**src/rtl/bingo_pkg.sv**
```systemverilog
// Shared encodings for the master-board Bingo turn sequencer:
// link message types, winner codes and FSM state numbering.
package bingo_pkg;

  localparam logic [2:0] MSG_START    = 3'd0;
  localparam logic [2:0] MSG_SEL_DONE = 3'd1;
  localparam logic [2:0] MSG_GUESS    = 3'd2;
  localparam logic [2:0] MSG_REPORT   = 3'd3;
  localparam logic [2:0] MSG_RESULT   = 3'd4;
  localparam logic [2:0] MSG_RESTART  = 3'd5;

  localparam logic [1:0] WIN_NONE   = 2'd0;
  localparam logic [1:0] WIN_MASTER = 2'd1;
  localparam logic [1:0] WIN_SLAVE  = 2'd2;
  localparam logic [1:0] WIN_TIE    = 2'd3;

  localparam logic [4:0] MAX_NUM = 5'd24;

  typedef enum logic [3:0] {
    S_IDLE       = 4'd0,
    S_SEND_START = 4'd1,
    S_SELECT     = 4'd2,
    S_MY_TURN    = 4'd3,
    S_MY_WAIT    = 4'd4,
    S_MY_TX      = 4'd5,
    S_WAIT_REP   = 4'd6,
    S_DECIDE     = 4'd7,
    S_PEER_TURN  = 4'd8,
    S_GAME_OVER  = 4'd9
  } state_e;

  function automatic logic [1:0] win_code(
    input logic me,
    input logic peer
  );
    return {peer, me};
  endfunction

endpackage

```
**src/rtl/game_master_ctrl_if.sv**
```systemverilog
// Interboard link bundle between the master sequencer
// and InterboardCommunication_top.
interface game_master_ctrl_if;
  logic       inter_ready;
  logic       interboard_en;
  logic [2:0] interboard_msg_type;
  logic [4:0] interboard_number;
  logic       transmit;
  logic       ctrl_en;
  logic [2:0] ctrl_msg_type;
  logic [4:0] ctrl_number;

  modport master (
    input  inter_ready,
    input  interboard_en,
    input  interboard_msg_type,
    input  interboard_number,
    output transmit,
    output ctrl_en,
    output ctrl_msg_type,
    output ctrl_number
  );

  modport slave (
    output inter_ready,
    output interboard_en,
    output interboard_msg_type,
    output interboard_number,
    input  transmit,
    input  ctrl_en,
    input  ctrl_msg_type,
    input  ctrl_number
  );
endinterface

```
**src/rtl/game_master_ctrl_tx_slot.sv**
```systemverilog
// One-entry transmit holding slot: releases a queued message
// only while the link is idle and holds ctrl_* until the next send.
module master_tx_slot (
  input  logic       clk,
  input  logic       rst,
  input  logic       req_i,
  input  logic [2:0] type_i,
  input  logic [4:0] num_i,
  output logic       rdy_o,
  game_master_ctrl_if.master link
);

  logic       pend_q, pend_d;
  logic [2:0] ptype_q, ptype_d;
  logic [4:0] pnum_q, pnum_d;
  logic [2:0] otype_q, otype_d;
  logic [4:0] onum_q, onum_d;
  logic       fire;

  assign fire  = pend_q & link.inter_ready;
  assign rdy_o = ~pend_q | fire;

  always_comb begin
    pend_d  = pend_q;
    ptype_d = ptype_q;
    pnum_d  = pnum_q;
    otype_d = otype_q;
    onum_d  = onum_q;
    if (fire) begin
      pend_d  = 1'b0;
      otype_d = ptype_q;
      onum_d  = pnum_q;
    end
    if (req_i) begin
      pend_d  = 1'b1;
      ptype_d = type_i;
      pnum_d  = num_i;
    end
  end

  always_ff @(posedge clk or posedge rst) begin
    if (rst) begin
      pend_q  <= 1'b0;
      ptype_q <= '0;
      pnum_q  <= '0;
      otype_q <= '0;
      onum_q  <= '0;
    end else begin
      pend_q  <= pend_d;
      ptype_q <= ptype_d;
      pnum_q  <= pnum_d;
      otype_q <= otype_d;
      onum_q  <= onum_d;
    end
  end

  // The sent word is visible in the fire cycle, then latched.
  assign link.transmit      = fire;
  assign link.ctrl_en       = fire;
  assign link.ctrl_msg_type = fire ? ptype_q : otype_q;
  assign link.ctrl_number   = fire ? pnum_q : onum_q;

endmodule

```
**src/rtl/game_master_ctrl.sv**
```systemverilog
// Master-board Bingo turn sequencer: starts the game, alternates
// turns with the slave board and declares the winner.
module game_master_ctrl
  import bingo_pkg::*;
#(
  parameter logic [25:0] TIMEOUT_CYC = 26'd50_000_000,
  parameter int          WIN_DLY     = 2
) (
  input  logic       clk,
  input  logic       rst,
  game_master_ctrl_if.master link,
  input  logic       start_game,
  output logic       start_sel,
  input  logic       sel_done,
  output logic       start_guess,
  input  logic       guess_done,
  input  logic [4:0] guess_number,
  output logic       mark_en,
  output logic [4:0] mark_number,
  input  logic       i_win,
  output logic [1:0] winner,
  output logic       abort,
  output logic [3:0] state_o
);

  state_e state_q, state_d;

  logic loc_sel_q, loc_sel_d;
  logic rem_sel_q, rem_sel_d;
  logic rep_q, rep_d;
  logic rem_line_q, rem_line_d;
  logic loc_ok_q, loc_ok_d;
  logic loc_line_q, loc_line_d;
  logic who_q, who_d;
  logic abort_q, abort_d;
  logic [1:0] winner_q, winner_d;
  logic [4:0] num_q, num_d;
  logic [25:0] tmo_q, tmo_d;
  logic [WIN_DLY-1:0] sr_q, sr_d;

  logic       tx_req, slot_rdy;
  logic [2:0] tx_type;
  logic [4:0] tx_num;
  logic       rx_sel, rx_rep, rx_guess;
  logic       timed, tmo_hit;
  logic [1:0] wcode;

  master_tx_slot u_slot (
    .clk    (clk),
    .rst    (rst),
    .req_i  (tx_req),
    .type_i (tx_type),
    .num_i  (tx_num),
    .rdy_o  (slot_rdy),
    .link   (link)
  );

  assign rx_sel = link.interboard_en &
                  (link.interboard_msg_type == MSG_SEL_DONE);
  assign rx_rep = link.interboard_en &
                  (link.interboard_msg_type == MSG_REPORT);
  assign rx_guess = link.interboard_en &
                    (link.interboard_msg_type == MSG_GUESS) &
                    (link.interboard_number <= MAX_NUM);

  assign timed = (state_q == S_SELECT) |
                 (state_q == S_WAIT_REP) |
                 (state_q == S_PEER_TURN);
  assign tmo_hit = timed &
                   (tmo_q == 26'(TIMEOUT_CYC - 26'd1));
  assign wcode = win_code(loc_line_q, rem_line_q);

  always_ff @(posedge clk or posedge rst) begin
    if (rst) state_q <= S_IDLE;
    else     state_q <= state_d;
  end

  always_comb begin
    state_d = state_q;
    unique case (state_q)
      S_IDLE:
        if (start_game) state_d = S_SEND_START;
      S_SEND_START:
        if (slot_rdy) state_d = S_SELECT;
      S_SELECT:
        if ((loc_sel_q | sel_done) & (rem_sel_q | rx_sel))
          state_d = S_MY_TURN;
      S_MY_TURN:
        state_d = S_MY_WAIT;
      S_MY_WAIT:
        if (guess_done) state_d = S_MY_TX;
      S_MY_TX:
        if (slot_rdy) state_d = S_WAIT_REP;
      S_WAIT_REP:
        if (rep_q & loc_ok_q) state_d = S_DECIDE;
      S_DECIDE:
        if (wcode == WIN_NONE)
          state_d = who_q ? S_PEER_TURN : S_MY_TURN;
        else if (slot_rdy)
          state_d = S_GAME_OVER;
      S_PEER_TURN:
        if (rx_guess) state_d = S_WAIT_REP;
      S_GAME_OVER:
        if (start_game) state_d = S_SEND_START;
      default:
        state_d = S_IDLE;
    endcase
    if (tmo_hit) state_d = S_IDLE;
  end

  always_comb begin
    tx_req      = 1'b0;
    tx_type     = MSG_START;
    tx_num      = '0;
    start_sel   = 1'b0;
    start_guess = 1'b0;
    mark_en     = 1'b0;
    mark_number = '0;
    unique case (state_q)
      S_SEND_START: begin
        tx_req    = slot_rdy;
        start_sel = slot_rdy;
      end
      S_MY_TURN:
        start_guess = 1'b1;
      S_MY_TX: begin
        tx_req      = slot_rdy;
        tx_type     = MSG_GUESS;
        tx_num      = num_q;
        mark_en     = slot_rdy;
        mark_number = slot_rdy ? num_q : 5'd0;
      end
      S_PEER_TURN: begin
        mark_en     = rx_guess;
        mark_number = rx_guess ? link.interboard_number : 5'd0;
      end
      S_DECIDE: begin
        tx_req  = (wcode != WIN_NONE) & slot_rdy;
        tx_type = MSG_RESULT;
        tx_num  = {3'b000, wcode};
      end
      S_GAME_OVER: begin
        tx_req  = start_game;
        tx_type = MSG_RESTART;
      end
      default: ;
    endcase
  end

  // Turn bookkeeping, line flags and the abort timer.
  always_comb begin
    loc_sel_d  = loc_sel_q;
    rem_sel_d  = rem_sel_q;
    rep_d      = rep_q;
    rem_line_d = rem_line_q;
    loc_ok_d   = loc_ok_q;
    loc_line_d = loc_line_q;
    who_d      = who_q;
    abort_d    = abort_q;
    winner_d   = winner_q;
    num_d      = num_q;
    sr_d       = WIN_DLY'({sr_q, mark_en});
    tmo_d      = (timed & (state_d == state_q)) ?
                 tmo_q + 26'd1 : 26'd0;
    if (state_q == S_IDLE && start_game) abort_d = 1'b0;
    if (state_q == S_SEND_START) begin
      loc_sel_d = 1'b0;
      rem_sel_d = 1'b0;
    end
    if (state_q == S_SELECT) begin
      if (sel_done) loc_sel_d = 1'b1;
      if (rx_sel)   rem_sel_d = 1'b1;
    end
    if (state_q == S_MY_WAIT && guess_done) num_d = guess_number;
    if (mark_en) begin
      rep_d    = 1'b0;
      loc_ok_d = 1'b0;
      who_d    = (state_q == S_MY_TX);
    end
    if (state_q == S_WAIT_REP && rx_rep) begin
      rep_d      = 1'b1;
      rem_line_d = link.interboard_number[0];
    end
    if (sr_q[WIN_DLY-1]) begin
      loc_ok_d   = 1'b1;
      loc_line_d = i_win;
    end
    if (state_q == S_DECIDE && wcode != WIN_NONE && slot_rdy)
      winner_d = wcode;
    if (state_q == S_GAME_OVER && start_game) winner_d = WIN_NONE;
    if (tmo_hit) begin
      abort_d  = 1'b1;
      winner_d = WIN_NONE;
    end
  end

  always_ff @(posedge clk or posedge rst) begin
    if (rst) begin
      loc_sel_q  <= 1'b0;
      rem_sel_q  <= 1'b0;
      rep_q      <= 1'b0;
      rem_line_q <= 1'b0;
      loc_ok_q   <= 1'b0;
      loc_line_q <= 1'b0;
      who_q      <= 1'b0;
      abort_q    <= 1'b0;
      winner_q   <= WIN_NONE;
      num_q      <= '0;
      tmo_q      <= '0;
      sr_q       <= '0;
    end else begin
      loc_sel_q  <= loc_sel_d;
      rem_sel_q  <= rem_sel_d;
      rep_q      <= rep_d;
      rem_line_q <= rem_line_d;
      loc_ok_q   <= loc_ok_d;
      loc_line_q <= loc_line_d;
      who_q      <= who_d;
      abort_q    <= abort_d;
      winner_q   <= winner_d;
      num_q      <= num_d;
      tmo_q      <= tmo_d;
      sr_q       <= sr_d;
    end
  end

  assign winner  = winner_q;
  assign abort   = abort_q;
  assign state_o = state_q;

endmodule

```
**src/flat_wrapper.sv**
```systemverilog
// flat-port wrapper written by rule: the top's interface ports become plain ports
module game_master_ctrl_flat import bingo_pkg::*;
#(
  parameter logic [25:0] TIMEOUT_CYC = 26'd50_000_000,
  parameter int          WIN_DLY     = 2
)
  (clk, rst, start_game, start_sel, sel_done, start_guess, guess_done, guess_number, mark_en, mark_number, i_win, winner, abort, state_o, link_inter_ready, link_interboard_en, link_interboard_msg_type, link_interboard_number, link_transmit, link_ctrl_en, link_ctrl_msg_type, link_ctrl_number);
  game_master_ctrl_if link_i ();
  input  logic clk;
  input  logic rst;
  input  logic start_game;
  output logic start_sel;
  input  logic sel_done;
  output logic start_guess;
  input  logic guess_done;
  input  logic [4:0] guess_number;
  output logic mark_en;
  output logic [4:0] mark_number;
  input  logic i_win;
  output logic [1:0] winner;
  output logic abort;
  output logic [3:0] state_o;
  input wire logic [$bits(link_i.inter_ready)-1:0] link_inter_ready;
  input wire logic [$bits(link_i.interboard_en)-1:0] link_interboard_en;
  input wire logic [$bits(link_i.interboard_msg_type)-1:0] link_interboard_msg_type;
  input wire logic [$bits(link_i.interboard_number)-1:0] link_interboard_number;
  output wire logic [$bits(link_i.transmit)-1:0] link_transmit;
  output wire logic [$bits(link_i.ctrl_en)-1:0] link_ctrl_en;
  output wire logic [$bits(link_i.ctrl_msg_type)-1:0] link_ctrl_msg_type;
  output wire logic [$bits(link_i.ctrl_number)-1:0] link_ctrl_number;
  assign link_i.inter_ready = link_inter_ready;
  assign link_i.interboard_en = link_interboard_en;
  assign link_i.interboard_msg_type = link_interboard_msg_type;
  assign link_i.interboard_number = link_interboard_number;
  assign link_transmit = link_i.transmit;
  assign link_ctrl_en = link_i.ctrl_en;
  assign link_ctrl_msg_type = link_i.ctrl_msg_type;
  assign link_ctrl_number = link_i.ctrl_number;
  game_master_ctrl #(.TIMEOUT_CYC(TIMEOUT_CYC), .WIN_DLY(WIN_DLY)) u_core (.clk(clk), .rst(rst), .link(link_i), .start_game(start_game), .start_sel(start_sel), .sel_done(sel_done), .start_guess(start_guess), .guess_done(guess_done), .guess_number(guess_number), .mark_en(mark_en), .mark_number(mark_number), .i_win(i_win), .winner(winner), .abort(abort), .state_o(state_o));
endmodule
```
**config.mk**
```make
export PLATFORM = sky130hd
export DESIGN_NAME = game_master_ctrl_flat
export DESIGN_NICKNAME = d
export VERILOG_FILES = /design/src/rtl/bingo_pkg.sv /design/src/rtl/game_master_ctrl_if.sv /design/src/rtl/game_master_ctrl_tx_slot.sv /design/src/rtl/game_master_ctrl.sv /design/src/flat_wrapper.sv
export SDC_FILE = /design/constraint.sdc
export NUM_CORES = 1
export LEC_CHECK = 0
export CORE_MARGIN = 2
export CORE_UTILIZATION = 50
export CTS_CLUSTER_DIAMETER = 50
export CTS_CLUSTER_SIZE = 28
export DETAILED_ROUTE_END_ITERATION = 8
export PLACE_DENSITY = 0.73
export SETUP_SLACK_MARGIN = 0.1
export SYNTH_ARGS = -nofsm -noshare
export SYNTH_HDL_FRONTEND = slang
export SYNTH_SLANG_ARGS = --single-unit
```
**constraint.sdc**
```tcl
create_clock -name clk -period 2.48 [get_ports clk]
set_input_delay 0.744 -clock clk [delete_from_list [all_inputs] [get_ports clk]]
set_output_delay 0.744 -clock clk [all_outputs]
set_load 0.02 [all_outputs]
```
==> flow_summary.json, run 1 <==
{
  "final_cell_mix": "62 x dfrtp_1, 55 x buf_4, 52 x nand2_1",
  "routed_wirelength_mm": 8.20,
  "root_buffer": "clkbuf_8",
  "wire_per_inst_um": 15.4,
  "worst_hold_slack_ns": 0.350,
  "crit_family": "compound AO/OA/AOI/OAI gates",
  "synth-edff-count": 0,
  "crit_type": "in -> out",
  "synth_area_leaders": "dfrtp_1 47%, nand2_1 5.9%, mux2_2 4.7%, xnor2_1 3.4%, nor3_2 3.0%",
  "yosysSeqAreaShare_pct": 47.3,
  "synthCells": 342,
  "grt.overflow.total": 0,
  "hold_viol": 0,
  "min_path_type": "reg -> reg",
  "synthArstFlopShare_pct": 100,
  "die_area_um2": 7450,
  "clk_pin_slew_ns": 0.07,
  "antenna_found_initial": 0,
  "synth_cell_types": 51,
  "syn_to_final_growth_pct": 40.6,
  "postCtsHoldBufs": 0,
  "rows": 30,
  "clkSinkCount": 64,
  "layout_setup_ws_ns": -0.0544,
  "vias_per_cell": 5.42,
  "power_density_nw_per_um2": 1060,
  "fp.dieW_um": 86.3,
  "clk_latency_ns": 0.35,
  "clockBufferDepth": 2,
  "numCtsBuffers": 9,
  "grt_pass1_wl_mm": 13.3,
  "ys_warn_count": 0,
  "crit_required_ns": 1.74,
  "dpl.hpwl_mm": 5.47,
  "rsz0062_at_grt": "true",
  "cts_tree": "yes",
  "dp_cells": 496,
  "yosysTopAreaCell": "dfrtp_1",
  "worstPathCellList": "buf_6 -> o311a_4 -> nor3_4 -> buf_12 -> a22o_4 -> buf_6",
  "syn_nets": 364,
  "violations": "setup timing",
  "fin_worst_skew_ns": 0.0108,
  "drcViolationCount": 0,
  "final_cells": 533,
  "diodes": 0,
  "ios": 46,
  "start_util_pct": 50.7,
  "synth_ff_type": "dfrtp_1",
  "period_needed_ns": 2.53,
  "routed-via-count": 2888,
  "irDropWorstVdd_mv": 0.670,
  "worstSetupStartpointType": "input pin",
  "fp.dieH_um": 86.3,
  "leakage_nw": 2.23,
  "coreArea_um2": 6680,
  "post-route-period-util_pct": 102,
  "drt_iter0_markers": 87,
  "fin_nets": 470,
  "dr.pass1.iters": 4,
  "postRouteAntennaNets": 0,
  "netlist_area_um2": 3390,
  "gp_congestion": 0.872,
  "grtUsageTotal_pct": 22.6,
  "io_buffers": 45,
  "path_buf_inv": 3,
  "maxCapViolCount": 0,
  "crit_fanout": 6,
  "endpoint_kind": "output port",
  "total_power_mw": 5.04,
  "fmax_ghz": 0.395,
  "worst_slew_pin_slew_ns": 0.402,
  "slowest_delay_ns": 0.38,
  "final_common_cell": "dfrtp_1",
  "grt_pass1_vias": 2803,
  "status": "complete, but fails checks",
  "slew_viol_final": 0,
  "drive_gt1_share_pct": 33.6,
  "ys_seq_elements": 64,
  "syn_avg_cell_area_um2": 9.91,
  "htreeDepth": 3,
  "crit_top_cell": "buf_6",
  "cp_slowest_cell": "o311a_4",
  "fin_setup_tns_ns": -0.291,
  "grt_max_degree": 65,
  "yosysTopAreaCellShare_pct": 47.3,
  "slew_headroom_pct": 72.9,
  "finalSetupViolCount": 6,
  "arrival_ns": 1.79
}
power breakdown:
part           switching (mW)  internal (mW)  leakage (nW)  total, mW
Sequential              0.176           1.31         0.840       1.48
Clock                   0.430          0.463        0.0952      0.893
Combinational            1.35           1.32          1.29       2.67
Total                    1.95           3.09          2.23       5.04
final cells by class:
class | instances | area, um2
Clock buffer | 9 | 124
Clock inverter | 7 | 72.6
Fill cell | 499 | 1920
Inverter | 11 | 45.0
Multi-Input combinational cell | 250 | 1780
Sequential cell | 64 | 1600
Tap cell | 80 | 100
Timing Repair Buffer | 112 | 1040
worst paths after layout:
kind,cells past startpoint,slack (ns),start,endpoint
max,6,-0.05,link_interboard_number[2],mark_number[1]
min,0,0.35,u_core.sr_q[0],u_core.sr_q[1]
max reg2reg,9,0.20,u_core.state_o[0],u_core.tmo_q[7]
min reg2reg,0,0.35,u_core.sr_q[0],u_core.sr_q[1]
max in group asynchronous,3,1.36,rst,u_core.state_o[0]
min in group asynchronous,3,0.83,rst,u_core.loc_sel_q
state kept, by name, indices dropped and copies added (netlist names), 2 cells and up:
signal,flops
u_core.u_slot.pnum_q,5
u_core.u_slot.onum_q,5
u_core.tmo_q,26
u_core.sr_q,2
u_core.winner,2
u_core.num_q,5
u_core.u_slot.otype_q,3
u_core.u_slot.ptype_q,3
u_core.state_o,4
cells by family after synthesis:
kind of cell | after synthesis | share of synthesized area, %
AOI/OAI and AO/OA | 45 | 9.64
xor gates and xnor gates | 24 | 6.20
adders and majority gates | 1 | 0.369
buffers and inverters | 29 | 4.43
DFF | 64 | 47.3
muxes | 17 | 5.91
and+or+nand+nor | 162 | 26.2
metrics by stage:
stage | util (%) | cell area, um2 | setup slack, ns
3_5_place_dp | 64.5 | 4310 | -0.995
3_3_place_gp | 64.5 | 4310 | -0.952
5_1_grt | 71.3 | 4760 | -0.110
2_1_floorplan | - | 3460 | 0.0868
4_1_cts | 69.4 | 4630 | -0.117
6_report | 71.3 | 4760 | -0.0544
layer usage:
| metal | global-route usage [%] | wire length, um | vias to the layer above |
|---|---|---|---|
| met5 | 0 | 0 | - |
| met4 | 10.1 | 235 | 0 |
| met3 | 4.57 | 346 | 17 |
| met2 | 37.4 | 4130 | 68 |
| met1 | 28.7 | 3480 | 1378 |
| li1 | - | - | 1425 |
cell usage after synthesis, drive strengths merged, types with 2 or more instances:
cell and number:
nor2 19, nor3b 3, and3 5, a22o 8, clkbuf 6, buf 12, o21ai 12, mux2 14
nand4 10, o21a 2, a21o 2, nand2b 2, xnor2 13, nor2b 4, nor4b 4, nor3 26
nor4 8, xor2 11, nor4bb 2, dfrtp 64, nand3 13, nand2 53, inv 11, and4 3
and2 6, mux2i 3, a22oi 2, a21oi 9
what timing repair did:
action | 4_1_cts | 5_1_grt
cloned | 1 | 3
endpoints found under the hold margin | 0 | 0
buffers inserted | 9 | 8
setup endpoints to repair | 34 | 36
gates resized for setup | 103 | 21
pin swaps | 6 | 10
No activity file was read; power rests on OpenSTA's default activity.
==> inputs of run 2 (changes only) <==
DONT_BUFFER_PORTS = 1   (was default)
PLACE_DENSITY = 0.64   (was 0.73)
SYNTH_HIERARCHICAL = 1   (was default)
==> flow_summary.json, run 2 <==
{
  "min_path_type": "in -> async",
  "grt.overflow.total": 0,
  "yosysTopAreaCell": "dfrtp_1",
  "register_area_um2": 1600,
  "crit_type": "reg -> reg",
  "synthArstFlopShare_pct": 100,
  "htreeDepth": 3,
  "grt_max_degree": 48,
  "layout_setup_ws_ns": 0.0523,
  "clk_pin_slew_ns": 0.08,
  "fin_setup_tns_ns": 0,
  "synth_ff_type": "dfrtp_1",
  "fin_worst_skew_ns": 0.0122,
  "routed_wirelength_mm": 8.94,
  "fmax_ghz": 0.412,
  "root_buffer": "clkbuf_8",
  "rows": 30,
  "post-route-period-util_pct": 97.9,
  "crit_required_ns": 2.71,
  "fin_nets": 392,
  "ys_warn_count": 6,
  "slew_headroom_pct": 59.2,
  "irDropWorstVdd_mv": 0.650,
  "clockBufferDepth": 2,
  "worstPathCellList": "or4b_4 -> nor4_4 -> and3_4 -> nor4_2 -> buf_4 -> o31ai_4 -> buf_6 -> buf_12 -> nor3_4",
  "grt_pass1_vias": 2626,
  "die_area_um2": 7740,
  "period_needed_ns": 2.43,
  "drt_iter0_markers": 150,
  "wire_per_inst_um": 19.0,
  "coreArea_um2": 6790,
  "worst_hold_slack_ns": 0.345,
  "nFillCells": 502,
  "clk_latency_ns": 0.35,
  "cts_tree": "yes",
  "total_power_mw": 5.46,
  "fp.dieH_um": 88.0,
  "slowest_delay_ns": 0.56,
  "finalSetupViolCount": 0,
  "maxCapViolCount": 0,
  "rsz0062_at_grt": "true",
  "status": "finished, final reports clean",
  "netlist_area_um2": 3530,
  "ios": 46,
  "synth_most_common_cell": "dfrtp_1",
  "drcViolationCount": 0,
  "final_util_pct": 67.7,
  "regMostFlops": "u_core/tmo_q",
  "yosysTopAreaCellShare_pct": 45.4,
  "arrival_ns": 2.65,
  "dpl.hpwl_mm": 5.37,
  "worstSetupStartpointType": "register",
  "io_buffers": 0,
  "fp.dieW_um": 88.0,
  "syn_avg_cell_area_um2": 10.7,
  "final_common_cell": "dfrtp_1",
  "grtUsageTotal_pct": 22.3,
  "gp_congestion": 0.892,
  "slew_viol_final": 0,
  "postRouteAntennaNets": 0,
  "drive_gt1_share_pct": 40.5,
  "multi_input_area_um2": 2040,
  "final_cell_mix": "62 x dfrtp_1, 31 x buf_4, 23 x mux2_2",
  "synth_area_leaders": "dfrtp_1 45%, mux2_2 7.3%, nor3_2 5.7%, xnor2_1 4.0%, nand3_1 2.1%",
  "syn_to_final_growth_pct": 30.4,
  "endpoint_kind": "register",
  "dr.pass1.iters": 5,
  "ys_seq_elements": 64,
  "power_density_nw_per_um2": 1190,
  "cp_slowest_cell": "or4b_4",
  "start_util_pct": 51.9,
  "place_ws_ns": -0.0841,
  "syn_nets": 352,
  "worst_slew_pin_slew_ns": 0.612,
  "synth_cell_types": 62,
  "numCtsBuffers": 9,
  "path_buf_inv": 3,
  "largest_reg_flops": 26,
  "crit_fanout": 8,
  "grt_pass1_wl_mm": 13.1,
  "clkSinkCount": 64,
  "ys_top_cells_by_count": "64 x dfrtp_1, 23 x mux2_2, 20 x nor2_1, 20 x nor3_2",
  "postCtsHoldBufs": 0,
  "antenna_found_initial": 0,
  "yosysSeqAreaShare_pct": 45.4,
  "hold_viol": 0,
  "leakage_nw": 1.96,
  "crit_family": "simple AND/OR/NAND/NOR gates",
  "diodes": 0,
  "routed-via-count": 2773,
  "vias_per_cell": 5.89,
  "synth-edff-count": 0,
  "synthCells": 330
}
==> run 2: changes by cell type in the layout (fill, tap and decap cells not counted), moves of 4 or more <==
cell             delta
clkdlybuf4s15_1     -4
dlygate4sd2_1       -5
clkbuf_2            -5
buf_4              -24
clkdlybuf4s50_1    -17
o21ai_0             -8
buf_6              -10
mux2_2              +9
nor3_2              +4
buf_2               -4
nand2_1            -37
nor3_1              -7
nor3_4              +9
==> run 2: worst reg2reg max path: cells and delay by family (launching register included) <==
kind / cells / cell delay, ns
and+or+nand+nor: 5 / 1.26
buffers and inverters: 3 / 0.46
DFF: 1 / 0.38
AOI/OAI and AO/OA: 1 / 0.22
==> run 2: kinds of logic (layout without fill, tap and decap cells) <==
| kind of cell | count (synthesis) | in the layout | share of synthesized area [%] |
|---|---|---|---|
| DFF | 64 | 64 | 45.4 |
| and+or+nand+nor | 142 | 142 | 26.4 |
| xor gates and xnor gates | 24 | 24 | 5.96 |
| muxes | 24 | 24 | 7.63 |
| AOI/OAI and AO/OA | 43 | 43 | 9.69 |
| buffers and inverters | 32 | 77 | 4.58 |
| adders and majority gates | 1 | 1 | 0.355 |
==> run 2: report_power, final <==
group	internal, mW	switching, mW
Combinational	1.33	1.59
Clock	0.576	0.457
Sequential	1.29	0.207
Total	3.20	2.25
==> run 2: worst paths after layout <==
check | to | start | cells past startpoint | slack [ns]
max in group asynchronous | u_core/state_o[1] | rst | 2 | 1.61
hold reg to reg | u_core/sr_q[1] | u_core/sr_q[0] | 0 | 0.37
hold / removal | u_core/u_slot/otype_q[1] | rst | 1 | 0.35
setup reg to reg | u_core/tmo_q[8] | u_core/tmo_q[9] | 9 | 0.05
setup / recovery | u_core/tmo_q[8] | u_core/tmo_q[9] | 9 | 0.05
min in group clk | u_core/sr_q[1] | u_core/sr_q[0] | 0 | 0.37
==> run 2: layer usage <==
| metal | GRT usage (%) | part of all wire, % | vias to the layer above | wire length, um |
|---|---|---|---|---|
| met4 | 8.25 | 1.3 | 0 | 120 |
| met3 | 6.50 | 6.5 | 14 | 583 |
| li1 | - | - | 1280 | - |
| met1 | 31.3 | 45 | 1370 | 4030 |
| met5 | 0 | 0 | - | 0 |
| met2 | 32.9 | 47 | 109 | 4210 |
==> run 2: timing repair <==
item,CTS,global route
setup endpoints to repair,17,34
resized for setup,23,41
pin swaps,4,13
buffers inserted,2,6
cloned,1,5
==> run 2: metrics by stage <==
step	area, um2	instances
3_3_place_gp	3850	441
3_5_place_dp	3850	441
6_report	4600	471
2_1_floorplan	3580	330
5_1_grt	4600	471
4_1_cts	4220	460
==> run 2: area by class of cell <==
class	count	area share, %
clock buffer	9	2.69
timing repair buffer	48	12.2
inverter	13	1.12
multi-input combinational	234	44.3
tap	96	2.61
clock inverter	7	2.23
sequential	64	34.9
